File: config.mk
export PLATFORM = sky130hd
export DESIGN_NAME = bcd_code_recognizer
export DESIGN_NICKNAME = d
export VERILOG_FILES = /design/src/rtl/bcd_code_recognizer.sv
export SDC_FILE = /design/constraint.sdc
export NUM_CORES = 1
export LEC_CHECK = 0
export CAP_MARGIN = 20
export CORE_MARGIN = 8
export CORE_UTILIZATION = 40
export CTS_CLUSTER_SIZE = 30
export DETAILED_ROUTE_END_ITERATION = 10
export GPL_TIMING_DRIVEN = 0
export PLACE_DENSITY = 0.74
export SYNTH_ARGS = -nofsm -noshare
export SYNTH_HDL_FRONTEND = slang
export SYNTH_SLANG_ARGS = --single-unit
File: constraint.sdc
create_clock -name clk -period 3.6 [get_ports clk]
set_clock_uncertainty 0.2 [all_clocks]
set_input_delay 0.36 -clock clk [delete_from_list [all_inputs] [get_ports clk]]
set_output_delay 0.36 -clock clk [all_outputs]
set_load 0.05 [all_outputs]
File: src/rtl/bcd_code_recognizer.sv
// Multi-digit BCD code recognizer: captures one digit per enter press, compares against CODE.
// Optional idle abort in COLLECT is built only when BCR_TIMEOUT_EN is defined.
module bcd_code_recognizer #(
  parameter int unsigned               NUM_DIGITS     = 2,
  parameter logic [4*NUM_DIGITS-1:0]   CODE           = 8'h45,
  parameter int unsigned               TIMEOUT_CYCLES = 1000
) (
  input  logic                    clk,
  input  logic                    reset_n,
  input  logic [3:0]              digit_in,
  input  logic                    enter,
  input  logic                    clear,
  output logic [4*NUM_DIGITS-1:0] digits_out,
  output logic [2:0]              count_out,
  output logic                    match,
  output logic                    match_pulse,
  output logic                    error
);

  localparam int unsigned BufW    = 4 * NUM_DIGITS;
  localparam logic [2:0]  LastCnt = 3'(NUM_DIGITS);

  typedef enum logic [1:0] {StIdle, StCollect, StMatch, StFail} state_e;

  if (NUM_DIGITS < 1 || NUM_DIGITS > 6 || TIMEOUT_CYCLES == 0) begin : g_bad_param
    $error("bcd_code_recognizer: NUM_DIGITS must be 1..6 and TIMEOUT_CYCLES nonzero");
  end

  state_e            r_state, w_state_d;
  logic [BufW-1:0]   r_buf, w_buf_d, w_first;
  logic [2:0]        r_cnt, w_cnt_d;
  logic              r_enter_q, r_match, r_error, r_pulse;
  logic              w_match_d, w_error_d, w_pulse_d, w_hit;
  logic              w_press, w_valid, w_timeout;

  assign w_press = enter & ~r_enter_q;
  assign w_valid = (digit_in <= 4'd9);

`ifdef BCR_TIMEOUT_EN
  localparam int unsigned TmoW = $clog2(TIMEOUT_CYCLES + 1);
  logic [TmoW-1:0] r_tmo;

  // Counts idle cycles in COLLECT; any press or leaving COLLECT restarts it.
  always_ff @(posedge clk or negedge reset_n) begin
    if (!reset_n) begin
      r_tmo <= '0;
    end else if (w_state_d != StCollect || w_press) begin
      r_tmo <= '0;
    end else begin
      r_tmo <= r_tmo + 1'b1;
    end
  end

  assign w_timeout = (r_state == StCollect) && (r_tmo == TmoW'(TIMEOUT_CYCLES - 1));
`else
  assign w_timeout = 1'b0;
`endif

  // State register
  always_ff @(posedge clk or negedge reset_n) begin
    if (!reset_n) begin
      r_state   <= StIdle;
      r_buf     <= '0;
      r_cnt     <= '0;
      r_enter_q <= 1'b0;
      r_match   <= 1'b0;
      r_error   <= 1'b0;
      r_pulse   <= 1'b0;
    end else begin
      r_state   <= w_state_d;
      r_buf     <= w_buf_d;
      r_cnt     <= w_cnt_d;
      r_enter_q <= enter;
      r_match   <= w_match_d;
      r_error   <= w_error_d;
      r_pulse   <= w_pulse_d;
    end
  end

  // Next-state logic; compare sees the buffer including this cycle's digit.
  always_comb begin
    w_state_d   = r_state;
    w_buf_d     = r_buf;
    w_cnt_d     = r_cnt;
    w_hit       = 1'b0;
    w_first     = '0;
    w_first[3:0] = digit_in;
    if (clear) begin
      w_state_d = StIdle;
      w_buf_d   = '0;
      w_cnt_d   = '0;
    end else if (w_press) begin
      if (!w_valid) begin
        w_state_d = StFail;
      end else begin
        if (r_state == StCollect) begin
          w_buf_d = (r_buf << 4) | w_first;
          w_cnt_d = r_cnt + 3'd1;
        end else begin
          // IDLE, MATCH and FAIL all start a fresh sequence
          w_buf_d = w_first;
          w_cnt_d = 3'd1;
        end
        if (w_cnt_d == LastCnt) begin
          w_hit     = (w_buf_d == CODE);
          w_state_d = w_hit ? StMatch : StFail;
        end else begin
          w_state_d = StCollect;
        end
      end
    end else if (w_timeout) begin
      w_state_d = StIdle;
      w_buf_d   = '0;
      w_cnt_d   = '0;
    end
  end

  // Output logic, registered alongside the state
  always_comb begin
    w_match_d = (w_state_d == StMatch);
    w_error_d = (w_state_d == StFail);
    w_pulse_d = w_hit;
  end

  assign digits_out  = r_buf;
  assign count_out   = r_cnt;
  assign match       = r_match;
  assign match_pulse = r_pulse;
  assign error       = r_error;

endmodule

==> out/qor.csv <==
stage,metric,value,unit
grt,first-pass GRT wire length,3.08,mm
power,maximum VDD drop,0.172,mV
die,DIE WIDTH,60.4,um
clocking,clock root cell,clkbuf_4,
worst_setup_path,WP data arrival,1.58,ns
worst_setup_path,WP depth,1,
die,CORE AREA,1900,um2
clocking,Num CTS Buffers,3,
clocking,# Post-CTS Setup Buffers,0,
worst_setup_path,crit path capture type,output port,
synth,Mapped Area,790,um2
clocking,maximum clock insertion buffer count,2,
timing,"Hold Vio Cnt, Final",0,
timing,Least-Margin Pin Slew,0.765,ns
synth,Post-synth EDFFs,0,
timing,Tcrit/Tclk final,0.594,
power,Flop pwr share,0.563,
timing,crit path time final,2.14,ns
worst_setup_path,r2r endpoint,error,
worst_setup_path,Crit Path Class,reg2out,
drt,antenna-violating nets left,0,
hold_path,hold path cells,2,
drt,DR vias,643,
clocking,H-tree depth,1,
clocking,CTS hold repair buffers,0,
worst_setup_path,R2R depth,5,
timing,Slew HR,0.489,
synth,Yosys reg bits,17,
final_layout,share of layout cells above drive strength 1,0.108,
power,Comb power frac,0.166,
synth,most frequent cell after synthesis,dfrtp_1,
placement,Post-DP HPWL,1.36,mm
synth,Synth area leaders,"dfrtp_1, a21oi_1, nand2_1",
synth,synth warn,0,
clocking,# resized after CTS,0,
grt,largest net degree at the start of global routing,18,
run,max cap viols,0,
worst_setup_path,Crit path largest cell delay,0.84,ns
placement,port bufs,20,
final_layout,Synth-to-Final Area Change,33.0,%
grt,All-Layer GR Usage,0.112,
worst_setup_path,"delay-heaviest family, CP",buffers and inverters,
power,P_int,262,uW
power,Power Density,341,nW/um2
hold_path,hold endpoint,error,
timing,f_max,468,MHz
power,Switch Pwr,95.9,uW
synth,ys async rst share,1.00,
synth,Syn Nets,87,
synth,ys flop type,dfrtp_1,
drt,Post-Route WL,1.76,mm
final_layout,diode count,0,
grt,vias in the first global route,671,
timing,"Slew Viols, Final",0,
final_layout,Final nets,112,
grt,GRT overflow,0,
grt,initial antenna violation count,0,
worst_setup_path,Reg-to-Reg Start,count_out[0],
die,row cnt,16,
synth,Avg Inst Size Synth,10.1,um2
hold_path,worst min-delay path startpoint,clear,
clocking,TritonCTS clock tree,done,
worst_setup_path,crit-path cells,clkdlybuf4s50_1,
drt,drt drc,0,
clocking,clock transition at the registers of the reported paths,0.09,ns
drt,via density per instance,4.98,
power,Clock Power Share,0.271,
worst_setup_path,CP max FO,5,
timing,RSZ-0062 raised after global routing,no,
synth,Synth area leader,dfrtp_1,
final_layout,fill cell count,180,
synth,top cell type's share of synthesized area,0.539,
clocking,CTS Sinks,17,
clocking,clk_lat worst skew,0.28,ns
drt,DR pass1 iterations,4,
worst_setup_path,crit start category,flop,
die,Initial Util,0.415,
drt,wire per inst,13.7,um
timing,Setup TNS,0,ns
power,Lkg Pwr,0.429,nW
timing,final setup violation count,0,
drt,First DRT Iteration DRCs,7,
die,die area,3650,um2
die,# IOs,22,
status,outcome,finished clean,
die,die height,60.4,um
power,total power,358,uW
worst_setup_path,worst endpoint required time,3.04,ns
synth,commonest cells in the netlist,"dfrtp_1, nand2_1, a21oi_1",
synth,post-synthesis sequential area ratio,0.539,
placement,GP Congestion,0.831,
synth,library cells used by synthesis,27,
synth,Gate Count Post-Synth,78,
worst_setup_path,slowest CP cell,clkdlybuf4s50_1,
worst_setup_path,Buf/Inv on CP,1,
worst_setup_path,worst reg-to-reg setup slack,1.78,ns
hold_path,min-delay worst type,in2reg,
power,switching share of power,0.268,
## registers in the layout, summed over array words and instances (netlist names)
| register | cells |
|---|---|
| digits_out | 8 |
| count_out | 3 |
| r_state | 2 |
| error | 1 |
| match | 1 |
| match_pulse | 1 |
| r_enter_q | 1 |
## how the worst max path moves through the flow
stage | startpoint | endpoint | slack [ns]
2_1_floorplan | count_out[0] | error | 1.62
3_3_place_gp | enter | digits_out[5] | 1.65
3_5_place_dp | enter | digits_out[7] | 1.63
4_1_cts | count_out[0] | count_out[0] | 1.44
5_1_grt | count_out[0] | count_out[0] | 1.37
6_report | count_out[0] | count_out[0] | 1.46
## through the flow
step	util	hold WS, ns	instance area (um2)	setup slack [ns]	std cells
after floorplan	-	-0.136	790	1.62	78
after global placement	0.538	0.312	1020	1.65	125
after detailed placement	0.538	0.312	1020	1.63	125
after CTS	0.552	0.224	1050	1.44	129
after global routing	0.552	0.239	1050	1.37	129
final	0.552	0.239	1050	1.46	129
## layout make-up
class,instances,area (um2),share of cell area
tap,27,33.8,0.0322
sequential,17,425,0.405
timing repair buffer,20,200,0.191
buffer,5,31.3,0.0298
clock buffer,4,26.3,0.0250
multi-input combinational,56,333,0.317
## placed cells by master, fill, tap and decap left out, types with 2 or more instances in the layout
master / synthesis / routed
a211oi_2: 2 / 2
a21oi_1: 11 / 11
clkbuf_1: 2 / 3
clkbuf_4: 0 / 3
clkdlybuf4s50_1: 0 / 20
dfrtp_1: 17 / 17
nand2_1: 14 / 14
nand3_1: 5 / 5
nor2_1: 4 / 4
nor3_1: 3 / 3
nor4_1: 2 / 2
## routing by layer
layer,GRT usage,vias up,share of wire
met3,0.0169,2,0.058
met4,0.0698,0,0.015
li1,-,319,-
met2,0.195,18,0.49
met1,0.124,304,0.44
met5,0,-,0
## power groups by stage
stage / Combinational, mW / Sequential [mW] / Clock [mW]
after floorplan: 0.0227 / 0.218 / 0
after global placement: 0.0591 / 0.205 / 0
after detailed placement: 0.0600 / 0.205 / 0
after CTS: 0.0601 / 0.202 / 0.103
after global routing: 0.0645 / 0.203 / 0.116
final: 0.0595 / 0.202 / 0.0970
## logic make-up (layout without fill, tap and decap cells)
| kind of cell | Yosys count | after routing | synth area share |
|---|---|---|---|
| compound gates | 16 | 16 | 0.125 |
| xor+xnor | 1 | 1 | 0.0111 |
| fa+ha+maj | 1 | 1 | 0.0158 |
| buf+inv | 5 | 29 | 0.0396 |
| flops | 17 | 17 | 0.539 |
| simple gates | 38 | 38 | 0.269 |
Power figures use the tool's default switching activity.
